File: src/rtl/seq_pkg.sv
// Shared encodings for the multi-cycle sequencer: FSM states, opcodes,
// the highest legal R-type function code and PC source selects.
package seq_pkg;

    typedef enum logic [2:0] {
        ST_IDLE    = 3'd0,
        ST_FETCH   = 3'd1,
        ST_DECODE  = 3'd2,
        ST_EXECUTE = 3'd3,
        ST_MEM     = 3'd4,
        ST_WB      = 3'd5,
        ST_FAULT   = 3'd6
    } state_t;

    localparam logic [3:0] OP_RTYPE = 4'b0000;
    localparam logic [3:0] OP_LW    = 4'b0001;
    localparam logic [3:0] OP_SW    = 4'b0010;
    localparam logic [3:0] OP_ADDI  = 4'b0011;
    localparam logic [3:0] OP_BEQ   = 4'b0100;
    localparam logic [3:0] OP_BNE   = 4'b0101;
    localparam logic [3:0] OP_JMP   = 4'b0110;

    localparam logic [3:0] MAX_FUNC = 4'b0011;

    localparam logic [1:0] PCSRC_INC = 2'b00;
    localparam logic [1:0] PCSRC_BR  = 2'b01;
    localparam logic [1:0] PCSRC_JMP = 2'b10;

    // Anything above jmp is unassigned, as are R-type functions beyond MAX_FUNC.
    function automatic logic is_illegal(input logic [3:0] op, input logic [3:0] fc);
        return (op > OP_JMP) || ((op == OP_RTYPE) && (fc > MAX_FUNC));
    endfunction

endpackage

File: src/rtl/mem_wait_timer.sv
// Counts memory wait cycles and flags expiry on the wait cycle that would
// bring the count to TIMEOUT_CYCLES. Used only when MEM_TIMEOUT_EN is defined.
module mem_wait_timer #(
    parameter int TIMEOUT_CYCLES = 16,
    parameter int TMR_W          = 8
) (
    input  logic clk,
    input  logic rst_n,
    input  logic i_clr,
    input  logic i_inc,
    output logic o_expire
);

    logic [TMR_W-1:0] r_count;

    always_ff @(posedge clk or negedge rst_n) begin
        if (!rst_n) begin
            r_count <= '0;
        end else if (i_clr) begin
            r_count <= '0;
        end else if (i_inc) begin
            r_count <= r_count + 1'b1;
        end
    end

    assign o_expire = i_inc && (r_count == TMR_W'(TIMEOUT_CYCLES - 1));

endmodule

File: src/rtl/multicycle_sequencer.sv
// Multi-cycle FETCH/DECODE/EXECUTE/MEM/WB sequencer for the 16-bit datapath.
// Define MEM_TIMEOUT_EN to add the memory wait timeout and sticky FAULT state.
module multicycle_sequencer
    import seq_pkg::*;
#(
    parameter int TIMEOUT_CYCLES = 16,
    parameter int TMR_W          = 8
) (
    input  logic       clk,
    input  logic       rst_n,
    input  logic       run,
    input  logic [3:0] opcode,
    input  logic [3:0] function_code,
    input  logic       ctl_reg_write,
    input  logic       ctl_mem_read,
    input  logic       ctl_mem_write,
    input  logic       ctl_branch,
    input  logic       ctl_jump,
    input  logic       alu_zero,
    input  logic       mem_ready,
    output logic       mem_req,
    output logic       mem_we,
    output logic       mem_is_data,
    output logic       ir_write,
    output logic       pc_write,
    output logic [1:0] pc_src,
    output logic       reg_write_en,
    output logic       instr_done,
    output logic       illegal_instr,
    output logic       fault,
    output logic [2:0] state
);

    if ((TIMEOUT_CYCLES < 2) || (TIMEOUT_CYCLES > 255) || ((2 ** TMR_W) <= TIMEOUT_CYCLES)) begin : g_bad_params
        $error("multicycle_sequencer: illegal TIMEOUT_CYCLES/TMR_W combination");
    end

    state_t r_state;
    state_t w_state_next;
    state_t w_end_next;
    logic   w_mem_phase;
    logic   w_waiting;
    logic   w_expire;
    logic   w_br_taken;

    assign w_mem_phase = (r_state == ST_FETCH) || (r_state == ST_MEM);
    assign w_waiting   = w_mem_phase && !mem_ready;
    assign w_end_next  = run ? ST_FETCH : ST_IDLE;
    assign w_br_taken  = ctl_branch && (((opcode == OP_BEQ) && alu_zero) ||
                                        ((opcode == OP_BNE) && !alu_zero));

`ifdef MEM_TIMEOUT_EN
    // Held clear outside the memory phases and on each completed handshake,
    // so every FETCH/MEM visit starts counting from zero.
    mem_wait_timer #(
        .TIMEOUT_CYCLES (TIMEOUT_CYCLES),
        .TMR_W          (TMR_W)
    ) u_mem_wait_timer (
        .clk      (clk),
        .rst_n    (rst_n),
        .i_clr    (!w_mem_phase || mem_ready),
        .i_inc    (w_waiting),
        .o_expire (w_expire)
    );
`else
    assign w_expire = 1'b0;
`endif

    always_ff @(posedge clk or negedge rst_n) begin
        if (!rst_n) begin
            r_state <= ST_IDLE;
        end else begin
            r_state <= w_state_next;
        end
    end

    always_comb begin
        w_state_next  = r_state;
        mem_req       = 1'b0;
        mem_we        = 1'b0;
        mem_is_data   = 1'b0;
        ir_write      = 1'b0;
        pc_write      = 1'b0;
        pc_src        = PCSRC_INC;
        reg_write_en  = 1'b0;
        instr_done    = 1'b0;
        illegal_instr = 1'b0;
        fault         = 1'b0;
        case (r_state)
            ST_IDLE: begin
                if (run) w_state_next = ST_FETCH;
            end
            ST_FETCH: begin
                mem_req = 1'b1;
                if (mem_ready) begin
                    ir_write     = 1'b1;
                    pc_write     = 1'b1;
                    pc_src       = PCSRC_INC;
                    w_state_next = ST_DECODE;
                end else if (w_expire) begin
                    w_state_next = ST_FAULT;
                end
            end
            ST_DECODE: begin
                if (is_illegal(opcode, function_code)) begin
                    illegal_instr = 1'b1;
                    instr_done    = 1'b1;
                    w_state_next  = w_end_next;
                end else begin
                    w_state_next  = ST_EXECUTE;
                end
            end
            ST_EXECUTE: begin
                if (ctl_jump) begin
                    pc_write = 1'b1;
                    pc_src   = PCSRC_JMP;
                end else if (w_br_taken) begin
                    pc_write = 1'b1;
                    pc_src   = PCSRC_BR;
                end
                if (ctl_mem_read || ctl_mem_write) begin
                    w_state_next = ST_MEM;
                end else if (ctl_reg_write) begin
                    w_state_next = ST_WB;
                end else begin
                    instr_done   = 1'b1;
                    w_state_next = w_end_next;
                end
            end
            ST_MEM: begin
                mem_req     = 1'b1;
                mem_is_data = 1'b1;
                mem_we      = ctl_mem_write;
                if (mem_ready) begin
                    if (ctl_mem_read) begin
                        w_state_next = ST_WB;
                    end else begin
                        instr_done   = 1'b1;
                        w_state_next = w_end_next;
                    end
                end else if (w_expire) begin
                    w_state_next = ST_FAULT;
                end
            end
            ST_WB: begin
                reg_write_en = 1'b1;
                instr_done   = 1'b1;
                w_state_next = w_end_next;
            end
            ST_FAULT: begin
`ifdef MEM_TIMEOUT_EN
                fault = 1'b1;
`endif
                w_state_next = ST_FAULT;
            end
            default: w_state_next = ST_IDLE;
        endcase
    end

    assign state = r_state;

endmodule
File: config.mk
export PLATFORM = sky130hd
export DESIGN_NAME = multicycle_sequencer
export DESIGN_NICKNAME = d
export VERILOG_FILES = /design/src/rtl/seq_pkg.sv /design/src/rtl/mem_wait_timer.sv /design/src/rtl/multicycle_sequencer.sv
export SDC_FILE = /design/constraint.sdc
export NUM_CORES = 1
export LEC_CHECK = 0
export CAP_MARGIN = 20
export CORE_AREA = 2 2 39 41
export DETAILED_ROUTE_END_ITERATION = 12
export DIE_AREA = 0 0 41 43
export HOLD_SLACK_MARGIN = 0.05
export PLACE_DENSITY = 0.73
export SKIP_CTS_REPAIR_TIMING = 1
export SLEW_MARGIN = 20
export SYNTH_ARGS = -nofsm -noshare
export SYNTH_HDL_FRONTEND = slang
export SYNTH_SLANG_ARGS = --single-unit
export TNS_END_PERCENT = 30
File: constraint.sdc
create_clock -name clk -period 1.7 [get_ports clk]
set_input_delay 0.255 -clock clk [delete_from_list [all_inputs] [get_ports clk]]
set_output_delay 0.255 -clock clk [all_outputs]
set_load 0.02 [all_outputs]
==> results.txt <==
- Top Ports: 32
* Wire length of the first global-routing pass: 2090 µm
- Share of the yosys chip area belonging to registers: 0.195
- Required time of the critical path: 1440 ps
* Max cap viols: 0
- In this run the horizontal extent of the chip is 41 µm.
- After floorplanning, the core was divided into 14 placement rows.
* Share of the cycle needed by the critical path after routing: 0.975
- Gate family responsible for the most delay along the worst path: simple AND/OR/NAND/NOR gates
- In the final design database the tool counted 120 nets.
- Clock Pin Slew Worst Setup and Hold Paths: 40 ps
- CTS root buf: sky130_fd_sc_hd__clkbuf_4
- The biggest area contributor in the post-synthesis netlist is sky130_fd_sc_hd__dfrtp_1.
* EDFF count, synth: 0
- Number of flip-flops and latches in the synthesized netlist: 3
- Worst setup EP type: output port
* Critical Path, Cell by Cell: and2b_1 > and2_4 > a31oi_2 > nand3b_1 > buf_6
* Dominant cell by count in the synthesized netlist: sky130_fd_sc_hd__a21oi_1
* Number of cells after detailed placement: 110
- For this run, the top clock speed supported by timing is 604 MHz.
- Distinct cell type count of the synthesized netlist: 30
- Outcome: complete, no violations
- For this run, design rule violations remaining after detail routing come to 0.
- Yosys printed 0 warnings.
* TritonCTS clock tree: built
- In this run the tool buffered the top-level ports with 28 buffer cells.
* Initial antenna violation count: 0
- The worst register-to-register path has a setup slack of 200 ps.
- After filler insertion, the fill cell instance count of the layout stands at 118.
- STA classifies the critical path startpoint as a flip-flop.
- On the worst path, the slowest cell contributes a delay of 430 ps.
- The worst setup path is of the flip-flop to output port kind.
- Areal power density over the cells: 1170 nW/µm²
- For this block, the routed nets add up to 1510 µm of wire.
- Total iterations of the first detailed-routing run: 4
- Overall global routing resource usage: 0.172
- The final count of hold timing violations is 0.
- The tightest hold path in the finished design has a slack of 203 ps.
- Among all flip-flop cells after synthesis, the most frequent one is sky130_fd_sc_hd__dfrtp_1.
- H-tree depth: 1
- In this run the worst path has a maximum fanout of 6.
- Placer's final routability congestion estimate: 0.806
- The detailed router finished its first iteration with 7 violations.
- Latest clock arrival within the worst-skew pair: 230 ps
* Net Count, Synth: 71
- Max reg flops: 3
- Hpwl dp: 1110 µm
* Max IR drop VDD: 0.000560 V
* Arrival time of the worst setup path: 1400 ps
- The die covers 1760 µm².
- Number of global-route vias before repair: 541
- Of the cells placed in the final design, the portion with a size suffix greater than 1 is 0.406.
* Number of buffers added by the clock tree synthesis step: 3
- The detail route stage leaves a number of antenna-violating nets equal to 0.
- After detailed routing, the average wire length per cell comes to 12.9 µm.
- After synthesis, the share of flip-flops with an asynchronous set or reset is 1.00.
- The path class of the tightest hold or removal check is primary input to async pin.
* Starting density of the core: 0.278
* Leakage power of the design: 0.547 nW
- The slowest stage of the critical path is the sky130_fd_sc_hd__dfrtp_2 cell.
* Synth cell count leaders: sky130_fd_sc_hd__a21oi_1 (8), sky130_fd_sc_hd__a31oi_1 (4), sky130_fd_sc_hd__nor2_1 (4)
- Final setup vio count: 0
* Via count: 582
- Buffers plus inverters on the worst setup path: 1
- Summed instance area of the synthesized netlist: 384 µm²
* Avg Inst Size Synth: 7.25 µm²
- The share of synthesized area in the top cell type comes to 0.195.
- Worst-case clock buffer depth: 2
* Number of pins with negative max-slew slack in the final report: 0
- Placeable Area: 1380 µm²
- After global routing the overflow that remains totals 0.
- The finished layout holds 117 standard cells, fillers aside.
- The number of antenna diodes in the final layout is 0.
- In the routed layout, each cell is associated on average with a via count of 4.97.
* Skew final: 1.48 ps
- Largest net degree at the start of global routing: 12
* Cells after Synth: 53
- Synthesis-to-finish area growth: 138%
- The tree built by TritonCTS fans out to 3 sinks.
* Leading post-synthesis cells by cell area: sky130_fd_sc_hd__dfrtp_1 (20%), sky130_fd_sc_hd__a21oi_1 (10%), sky130_fd_sc_hd__a31oi_1 (6.5%)
- The floorplan step set the die height to 43 µm.
- The clock period could shrink to 1660 ps.
-- report_power, final --
group | internal [mW] | switching (mW) | total, mW
clock | 0.0879 | 0.0353 | 0.123
combinational | 0.424 | 0.387 | 0.811
sequential | 0.103 | 0.0336 | 0.137
-- cells in the final DEF, fill, tap and decap left out, types with 2 or more instances in the layout --
| master | Yosys | layout |
|---|---|---|
| sky130_fd_sc_hd__o21ai_0 | 2 | 2 |
| sky130_fd_sc_hd__nand2_1 | 3 | 3 |
| sky130_fd_sc_hd__clkdlybuf4s50_1 | 0 | 10 |
| sky130_fd_sc_hd__nor2_1 | 4 | 2 |
| sky130_fd_sc_hd__nor2_2 | 0 | 2 |
| sky130_fd_sc_hd__buf_4 | 1 | 21 |
| sky130_fd_sc_hd__a21oi_1 | 8 | 8 |
| sky130_fd_sc_hd__a31oi_1 | 4 | 3 |
| sky130_fd_sc_hd__nand2b_1 | 3 | 3 |
| sky130_fd_sc_hd__clkbuf_4 | 0 | 3 |
| sky130_fd_sc_hd__dlymetal6s2s_1 | 0 | 14 |
| sky130_fd_sc_hd__dfrtp_2 | 0 | 2 |
| sky130_fd_sc_hd__nor3b_2 | 1 | 2 |
-- final timing paths --
check	start	to	depth (start not counted)
min reg2reg	state[0]$_DFFE_PN0P_	state[1]$_DFFE_PN0P_	2
min in group clk	state[0]$_DFFE_PN0P_	state[1]$_DFFE_PN0P_	2
max reg2reg	state[0]$_DFFE_PN0P_	state[0]$_DFFE_PN0P_	6
min	rst_n	state[0]$_DFFE_PN0P_	1
max	state[0]$_DFFE_PN0P_	instr_done	5
max in group asynchronous	rst_n	state[2]$_DFFE_PN0P_	1
-- cell type report --
cell class,instances,area (µm²),share of cell area
clock buffers,4,26.3,0.0287
flip-flops and latches,3,77.6,0.0848
multi-input cells,45,334,0.365
inverters,2,7.51,0.00821
repair buffers,47,449,0.491
well taps,16,20.0,0.0219
-- kinds of logic after synthesis --
family	after synthesis	share of synthesized area
AOI/OAI and AO/OA	19	0.332
xor gates and xnor gates	1	0.0228
buffers and inverters	5	0.0651
DFF	3	0.195
other	1	0.00976
and+or+nand+nor	24	0.375
-- worst reg2reg max path: cells and delay by family, from the launching register on --
| family | cells | cell delay, ps |
|---|---|---|
| AO/OA/AOI/OAI | 2 | 270 |
| AND/OR/NAND/NOR | 2 | 430 |
| buffers and inverters | 2 | 250 |
| flip-flops | 1 | 430 |
-- per-stage QoR --
step	TNS (ps)	utilization	power (mW)	setup WS, ps	cell area [µm²]
after CTS	-4060	0.592	1.02	-643	820
after global placement	-2580	0.573	0.872	-551	793
after detailed placement	-2900	0.573	0.883	-634	793
after global routing	-24.7	0.661	1.15	-24.7	915
after floorplan	0	-	0.502	29.0	390
final	0	0.661	1.07	43.1	915
-- per-layer routing --
layer | wire [µm] | global-route usage | part of all wire | vias to the layer above
met3 | 127 | 0.0419 | 0.084 | 0
met5 | 0 | 0 | 0 | -
li1 | - | - | - | 287
met2 | 828 | 0.278 | 0.55 | 27
met1 | 554 | 0.195 | 0.37 | 268
met4 | 0 | 0.0933 | 0 | 0
Power figures use the tool's default switching activity.
